===== src/rtl/fp_pkg.sv =====
// Shared constants and encodings for the single-precision FP datapath.
// Used by the divide post-processing stage and the rounding helper.
package fp_pkg;

    localparam int BIAS    = 127;
    localparam int EXP_MAX = 255;

    localparam logic [31:0] QNAN = 32'h7FC0_0000;

    typedef enum logic [1:0] {
        CLS_NORMAL = 2'b00,
        CLS_ZERO   = 2'b01,
        CLS_INF    = 2'b10,
        CLS_NAN    = 2'b11
    } fp_class_e;

    localparam int FLG_INVALID = 4;
    localparam int FLG_DIVZ    = 3;
    localparam int FLG_OVF     = 2;
    localparam int FLG_UNF     = 1;
    localparam int FLG_INX     = 0;

    typedef enum logic [2:0] {
        ST_IDLE,
        ST_WAIT_DIV,
        ST_NORM,
        ST_ROUND,
        ST_OUT
    } div_state_e;

endpackage


===== src/rtl/fp_round_rne.sv =====
// Round-to-nearest-even and range check of a normalised significand.
// Flushes to zero below the normal range, saturates to infinity above it.
module fp_round_rne
    import fp_pkg::*;
#(
    parameter int EXP_W = 8,
    parameter int MAN_W = 24
) (
    input  logic                   sign,
    input  logic [MAN_W-1:0]       man,
    input  logic                   guard,
    input  logic                   sticky,
    input  logic [EXP_W+1:0]       exp_in,
    output logic [EXP_W+MAN_W-1:0] result,
    output logic                   overflow,
    output logic                   underflow,
    output logic                   inexact
);

    logic             round_up;
    logic [MAN_W:0]   sum;
    logic [MAN_W-1:0] man_r;
    logic [EXP_W+1:0] exp_r;
    logic             unused_hidden;

    assign unused_hidden = man_r[MAN_W-1];

    always_comb begin
        round_up  = guard & (sticky | man[0]);
        sum       = {1'b0, man} + {{MAN_W{1'b0}}, round_up};
        man_r     = sum[MAN_W-1:0];
        exp_r     = exp_in;
        overflow  = 1'b0;
        underflow = 1'b0;
        inexact   = guard | sticky;
        // a carry out of the significand means it rounded up to 2.0
        if (sum[MAN_W]) begin
            man_r = sum[MAN_W:1];
            exp_r = exp_in + (EXP_W+2)'(1);
        end
        result = {sign, exp_r[EXP_W-1:0], man_r[MAN_W-2:0]};
        if (!exp_r[EXP_W+1] && exp_r[EXP_W:0] >= (EXP_W+1)'(EXP_MAX)) begin
            overflow = 1'b1;
            inexact  = 1'b1;
            result   = {sign, {EXP_W{1'b1}}, {(MAN_W-1){1'b0}}};
        end else if (exp_r[EXP_W+1] || exp_r == '0) begin
            underflow = 1'b1;
            inexact   = 1'b1;
            result    = {sign, {(EXP_W+MAN_W-1){1'b0}}};
        end
    end

endmodule


===== src/rtl/fp_div_round.sv =====
// FP divide post-processing: captures operand info, waits for the integer
// divider, normalises, rounds and hands out a binary32 result.
module fp_div_round
    import fp_pkg::*;
#(
    parameter int QF    = 26,
    parameter int EXP_W = 8,
    parameter int MAN_W = 24
) (
    input  logic                   clk,
    input  logic                   reset,
    input  logic                   start,
    input  logic                   sign_in,
    input  logic [EXP_W-1:0]       exp_a,
    input  logic [EXP_W-1:0]       exp_b,
    input  logic [1:0]             special_in,
    input  logic [1:0]             flags_in,
    input  logic                   div_done,
    input  logic [51:0]            div_quotient,
    input  logic [MAN_W-1:0]       div_reminder,
    output logic [EXP_W+MAN_W-1:0] result,
    output logic [4:0]             flags,
    output logic                   result_valid,
    input  logic                   result_ready,
    output logic                   busy
);

    localparam int E_W = EXP_W + 2;
    localparam int R_W = EXP_W + MAN_W;

    div_state_e       state_q, state_d;
    logic             sign_q, sign_d;
    logic [EXP_W-1:0] exp_a_q, exp_a_d;
    logic [EXP_W-1:0] exp_b_q, exp_b_d;
    logic [1:0]       fin_q, fin_d;
    logic [QF:0]      q_q, q_d;
    logic             st0_q, st0_d;
    logic [MAN_W-1:0] m_q, m_d;
    logic             g_q, g_d;
    logic             s_q, s_d;
    logic [E_W-1:0]   e_q, e_d;
    logic [R_W-1:0]   result_q, result_d;
    logic [4:0]       flags_q, flags_d;

    logic [QF:0]      q_n;
    logic [E_W-1:0]   e_calc;
    logic [R_W-1:0]   rnd_result;
    logic             rnd_ovf;
    logic             rnd_unf;
    logic             rnd_inx;
    logic             unused_q_hi;

    assign unused_q_hi = ^div_quotient[51:QF+1];

    fp_round_rne #(
        .EXP_W(EXP_W),
        .MAN_W(MAN_W)
    ) u_round (
        .sign      (sign_q),
        .man       (m_q),
        .guard     (g_q),
        .sticky    (s_q),
        .exp_in    (e_q),
        .result    (rnd_result),
        .overflow  (rnd_ovf),
        .underflow (rnd_unf),
        .inexact   (rnd_inx)
    );

    always_comb begin
        // quotient lies in [2^(QF-1), 2^(QF+1)); shift the short case up
        q_n    = q_q[QF] ? q_q : {q_q[QF-1:0], 1'b0};
        e_calc = {2'b00, exp_a_q} - {2'b00, exp_b_q} + E_W'(BIAS);
        if (!q_q[QF]) begin
            e_calc = e_calc - E_W'(1);
        end
    end

    always_comb begin
        state_d  = state_q;
        sign_d   = sign_q;
        exp_a_d  = exp_a_q;
        exp_b_d  = exp_b_q;
        fin_d    = fin_q;
        q_d      = q_q;
        st0_d    = st0_q;
        m_d      = m_q;
        g_d      = g_q;
        s_d      = s_q;
        e_d      = e_q;
        result_d = result_q;
        flags_d  = flags_q;
        unique case (state_q)
            ST_IDLE: begin
                if (start) begin
                    sign_d  = sign_in;
                    exp_a_d = exp_a;
                    exp_b_d = exp_b;
                    fin_d   = flags_in;
                    flags_d = {flags_in, 3'b000};
                    unique case (fp_class_e'(special_in))
                        CLS_NORMAL: state_d = ST_WAIT_DIV;
                        CLS_ZERO: begin
                            result_d = {sign_in, {(R_W-1){1'b0}}};
                            state_d  = ST_OUT;
                        end
                        CLS_INF: begin
                            result_d = {sign_in, {EXP_W{1'b1}},
                                        {(MAN_W-1){1'b0}}};
                            state_d  = ST_OUT;
                        end
                        CLS_NAN: begin
                            result_d = QNAN;
                            state_d  = ST_OUT;
                        end
                    endcase
                end
            end
            ST_WAIT_DIV: begin
                if (div_done) begin
                    q_d     = div_quotient[QF:0];
                    st0_d   = |div_reminder;
                    state_d = ST_NORM;
                end
            end
            ST_NORM: begin
                m_d     = q_n[QF -: MAN_W];
                g_d     = q_n[QF-MAN_W];
                s_d     = (|q_n[QF-MAN_W-1:0]) | st0_q;
                e_d     = e_calc;
                state_d = ST_ROUND;
            end
            ST_ROUND: begin
                result_d = rnd_result;
                flags_d  = {fin_q, rnd_ovf, rnd_unf, rnd_inx};
                state_d  = ST_OUT;
            end
            ST_OUT: begin
                if (result_ready) begin
                    state_d = ST_IDLE;
                end
            end
            default: state_d = ST_IDLE;
        endcase
    end

    always_ff @(posedge clk) begin
        if (reset) begin
            state_q  <= ST_IDLE;
            sign_q   <= 1'b0;
            exp_a_q  <= '0;
            exp_b_q  <= '0;
            fin_q    <= '0;
            q_q      <= '0;
            st0_q    <= 1'b0;
            m_q      <= '0;
            g_q      <= 1'b0;
            s_q      <= 1'b0;
            e_q      <= '0;
            result_q <= '0;
            flags_q  <= '0;
        end else begin
            state_q  <= state_d;
            sign_q   <= sign_d;
            exp_a_q  <= exp_a_d;
            exp_b_q  <= exp_b_d;
            fin_q    <= fin_d;
            q_q      <= q_d;
            st0_q    <= st0_d;
            m_q      <= m_d;
            g_q      <= g_d;
            s_q      <= s_d;
            e_q      <= e_d;
            result_q <= result_d;
            flags_q  <= flags_d;
        end
    end

    assign result       = result_q;
    assign flags        = flags_q;
    assign result_valid = (state_q == ST_OUT);
    assign busy         = (state_q != ST_IDLE);

endmodule


===== config.mk =====
export PLATFORM = sky130hd
export DESIGN_NAME = fp_div_round
export DESIGN_NICKNAME = d
export VERILOG_FILES = /design/src/rtl/fp_pkg.sv /design/src/rtl/fp_round_rne.sv /design/src/rtl/fp_div_round.sv
export SDC_FILE = /design/constraint.sdc
export NUM_CORES = 1
export LEC_CHECK = 0
export CORE_MARGIN = 2
export CORE_UTILIZATION = 45
export DETAILED_ROUTE_END_ITERATION = 8
export GPL_ROUTABILITY_DRIVEN = 0
export PLACE_DENSITY = 0.72
export SLEW_MARGIN = 20
export SYNTH_ARGS = -nofsm -noshare
export SYNTH_HDL_FRONTEND = slang
export SYNTH_SLANG_ARGS = --single-unit

===== constraint.sdc =====
create_clock -name clk -period 3.6 [get_ports clk]
set_input_delay 0.54 -clock clk [delete_from_list [all_inputs] [get_ports clk]]
set_output_delay 0.54 -clock clk [all_outputs]
set_load 0.1 [all_outputs]

* Yosys cells after proc, flatten, opt, wreduce, memory -nomap -nowiden
Cells that the tools add are included.
Storage, ports and cells: register bits 123
Cells by class: add/sub/neg operators 5, $lt $le $gt $ge 1, equality and inequality tests 11, mux-type cells 21, bitwise logic cells 4, reductions and logical operators 16
Operator list (count):
- $pmux 32 s3 | 1
- $pmux 32 s2 | 1
- $mux 31 | 2
- $mux 32 | 1
- $mux 27 | 1
- $add 24x1->25 | 1
- $reduce_or 24->1 | 1
- $mux 23 | 1
- $mux 10 | 2
- $pmux 3 s5 | 1
- $add 10x1->10 const B | 1
- $add 9x8->10 const B | 1
- $logic_not 10->1 | 1
- $pmux 5 s2 | 1
- $sub 10x1->10 const B | 1
- $ge 9x8->1 const B | 1
- $mux 3 | 3
- $sub 8x8->9 | 1
- $eq 3x2->1 const B | 2
- $pmux 3 s2 | 1
- $reduce_and 2->1 | 3
- $reduce_and 3->1 | 2
- $mux 1 | 5
- $mux 5 | 1
- other kinds (18) | 22

* Depth between registers and ports, before layout
word-level depth 9, gate-level depth with buffers 12, depth with buffers taken out 12

* By module
Synthesis repeated with hierarchy kept, for this count alone.
Unflattened totals: cells, all modules 842, area, all modules 6857.8 sq um
By module, submodules not included:
- fp_div_round | times used 1, cells an instance 639, area each 5318.9 sq um, sequential area each 2462.4 sq um
- fp_round_rne | times used 1, cells an instance 203, area each 1539.0 sq um, sequential area each 0.0 sq um

* Worst setup path after synthesis
OpenSTA, ideal clock, no wires.
path kind register to output, start register state_q[2], end output result_valid, data arrival time 2.806 ns, data required time 3.060 ns, path slack 0.254 ns, cell stages (with the launch flop) 3, path through dfxtp_1 clkbuf_1 nor3b_1
Between the ends: longest elaborated chain between the ends 1
RTL lines:
- from (decl) | line fp_div_round.sv:31 | div_state_e state_q, state_d;
- from (signal assigned) | line fp_div_round.sv:163 | state_q <= state_d;
- $eq 3x3->1 | line fp_div_round.sv:181 | assign result_valid = (state_q == ST_OUT);
- to (decl) | line fp_div_round.sv:23 | output logic result_valid,
No other way between the ends.

* Worst setup path in the final report
start register m_q[0], end register result_q[13] (netlist: result[13])
Between the ends: longest elaborated chain between the ends 9, elaborated cells on any way between the ends 13, classes of those cells add/sub (1); order compare (1); mux (5); bitwise (2); reduce/logical (4)
RTL lines:
- from (decl) | line fp_div_round.sv:38 | logic [MAN_W-1:0] m_q, m_d;
- from (signal assigned) | line fp_div_round.sv:170 | m_q <= m_d;
- $or 1x1->1 | line fp_round_rne.sv:29 | round_up = guard & (sticky | man[0]);
- $and 1x1->1 | line fp_round_rne.sv:29
- $add 24x1->25 (*) | line fp_round_rne.sv:30 | sum = {1'b0, man} + {{MAN_W{1'b0}}, round_up};
- branches (longest 4 deep; another with $ge 9x8->1)
- $mux 31 (*) | line fp_round_rne.sv:42 | if (!exp_r[EXP_W+1] && exp_r[EXP_W:0] >= (EXP_W+1)'(EXP_MAX)) begin
- $pmux 32 s2 (*) | line fp_div_round.sv:93 | unique case (state_q)
- to (signal assigned) | line fp_div_round.sv:174 | result_q <= result_d;
- to (decl) | line fp_div_round.sv:42 | logic [R_W-1:0] result_q, result_d;
Every way passes the cells marked *. A chain may end at the register's enable or synchronous reset.

==> run metrics <==
status finished, final reports clean; Root Driver clkbuf_16; vias 5,777; Max Buffers Root-to-Sink 2; cell taking the most area after synthesis dfxtp_1; Final Setup Violations 0; Ports between 100 and 150; top layer in use met4; r2r endpoint result[13]; ys flop type dfxtp_1; Critical Path AT ~3800 ps; Setup TNS Final 0 ps; WL/cell between 10 and 15 um; Synth Cell Area 6380 um2; Buf+Inv Stages, Crit Path 0; period utilisation layout a little over nine tenths; syn avg cell area 8.18 um2; final hold viol count 0; Yosys cell types 64; Die Width 123 um; Starting Density around 46%; RSZ-0062 raised after global routing false; Power Density 486 nW/um2; worst-margin pin slew about 1000 ps; flop2flop setup slack between 200 and 250 ps; H-Tree Depth 4; Layout area overhead 30.1%; number of global-route vias before repair 5,367; Warnings, synthesis 0; register area share after synthesis between 30% and 40%; CTS tree yes; routed wl met3 716 um; initial drt markers 327; hold depth 2; CTS clk-pin slew, worst paths 60 ps; minimum clock period around 3400 ps; hold_ws 451 ps; Synth area leaders dfxtp_1 39%, nand2_1 9.0%, a21oi_1 4.8%; post-route antenna net violation count 0; initial antenna violation count 0; count leader, synth nand2_1; Die Area between 15,000 and 20,000 um2; CTS Buf Count 17; Slowest-stage cell, CP nor4b_4; Synth top cells by count 153 x nand2_1, 123 x dfxtp_1, 61 x a21oi_1, 61 x nor2_1, 41 x clkbuf_1; Yosys top cell area share between 30% and 40%; hold_sp exp_b_q[2]; Cell Chain, Critical Path o21a_1 -> ha_1 -> ha_1 -> nand3_1 -> or4_4 -> or4_4 -> a22oi_4 -> o41ai_4 -> nor4b_4 -> a32o_1; largest net degree at the start of global routing 93; Power Total 0.00403 W; Clock Skews 6.70 ps; clk_lat worst skew around 420 ps; dpl ws -90.2 ps; first-pass GRT wire length 25,300 um; num rows 43; FF+latch area approximately 2500 um2; Slew HR 32.6%; metal2 WL around 6800 um; critical path launch point type flip-flop; delay-heaviest family, CP simple AND/OR/NAND/NOR gates; RR Startpoint m_q[0]; Yosys reg bits around 120; HP Class reg2reg; reg2reg path depth 10; ANT cells 0; Crit. Startpoint m_q[0]; PortBufs about 120; CP endpoint kind flip-flop; All-Layer GR Usage 20.9%; Sink Count around 120; Post-synth EDFFs 0; WP data required ~4000 ps; vias per inst 5.39; Fillers around 1,300; chip height 123 um; max-cap violations 0; share of cells above drive strength 1 under 10%; DRC 0; Hold Path End exp_b_q[2]; Cells after Synth 780; DP Wirelength around 11,000 um; setup ws final 205 ps; f_max 0.295 GHz; Final Util 59.8%; Pleak roughly 3 nW; WL met1 ~7500 um; fin nets 1,000; critical path class reg2reg; asr flop ratio synth 0%; core region area approximately 14,000 um2; crit-path max FO 11; area of the multi-input gates between 3000 and 4000 um2; GR Overflow Total 0; Slew Limit Fails 0; DRT Wirelength roughly 15,000 um; Worst VDD drop roughly 350 uV; DR pass1 iterations 5; CP peak stage delay 590 ps; syn nets about 900
==> worst reg2reg max path: stages (launching register included) <==
cell and delay [ps]:
dfxtp_1 360, o21a_1 140, ha_1 180, ha_1 210, nand3_1 110, or4_4 530, or4_4 570, a22oi_4 240
o41ai_4 170, nor4b_4 600, a32o_1 240
==> cells by family (layout without fill, tap and decap cells) <==
logic type / count (synthesis) / after routing / share of synthesized area [%]
compound gates: 173 / 173 / 19.1
xor+xnor: 42 / 42 / 6.00
fa+ha+maj: 17 / 17 / 3.45
buf+inv: 71 / 182 / 4.55
flops: 123 / 123 / 38.6
mux: 28 / 28 / 4.43
simple gates: 326 / 327 / 23.9
==> timing repair <==
item	4_1_cts	5_1_grt
gates cloned	1	0
pin swaps	1	1
hold endpoints to repair	0	0
hold buffers	0	0
buffers inserted	0	1
resized for setup	1	1
endpoints found under the setup margin	22	13
==> worst max-delay path by stage <==
stage	endpoint	slack [ps]	cells after the start
final	result[13]	210	10
after detailed placement	result[11]	-90	10
after CTS	result[15]	80	10
after floorplan	result_valid	250	2
after global routing	result[13]	2	10
after global placement	result[1]	-70	10
==> area by class of cell <==
cell class              instances  share of cell area [%]
multi-input cells             587                    44.0
flip-flops and latches        123                    29.7
repair buffers                133                    15.4
clock buffers                  19                    5.34
well taps                     180                    2.71
clock inverters                11                    2.05
inverters                      19                   0.859
==> power breakdown <==
| part | internal, W | switching, W | leakage [nW] |
|---|---|---|---|
| logic | 0.000318 | 0.000472 | 1.68 |
| clock network | 0.00117 | 0.000611 | 0.291 |
| registers | 0.00142 | 0.0000453 | 0.997 |
| total | 0.00290 | 0.00113 | 2.97 |
==> state kept, by name, indices dropped and copies added (netlist names) <==
register  flops
m_q          24
flags         5
fin_q         2
s_q           1
st0_q         1
g_q           1
result       32
sign_q        1
state_q       3
exp_b_q       8
q_q          27
exp_a_q       8
e_q          10
==> metal layers <==
metal,up-vias,track usage (%)
met3,17,4.57
met2,145,32.7
met4,0,7.53
met5,-,0
li1,2993,-
met1,2622,28.5
==> stage by stage <==
step / instances / cell area, um2
5_1_grt: 1072 / 8300
3_3_place_gp: 1040 / 7660
3_5_place_dp: 1040 / 7660
2_1_floorplan: 780 / 6380
6_report: 1072 / 8300
4_1_cts: 1071 / 8290
==> cell usage in the layout, fill, tap and decap left out, drive strengths merged, types with 3 or more instances in the layout <==
master,count
or4,3
nand3,25
inv,20
clkinvlp,3
clkinv,3
a21o,3
xor2,16
a21oi,61
a311oi,4
a2111oi,3
and2,3
nor2,62
bufinv,4
a31oi,12
or2,6
and3,5
clkbuf,19
nor4b,4
nor3,22
dfxtp,123
a32o,13
and4,5
nand2,153
o21a,5
nor4,15
o21bai,5
buf,21
or3,5
o21ai,11
clkdlybuf4s50,112
a211oi,32
mux2i,26
ha,16
xnor2,25
a22o,9
nand4,9
nor3b,3
nand4b,3
Note: power is estimated with default switching activity, not from simulation.
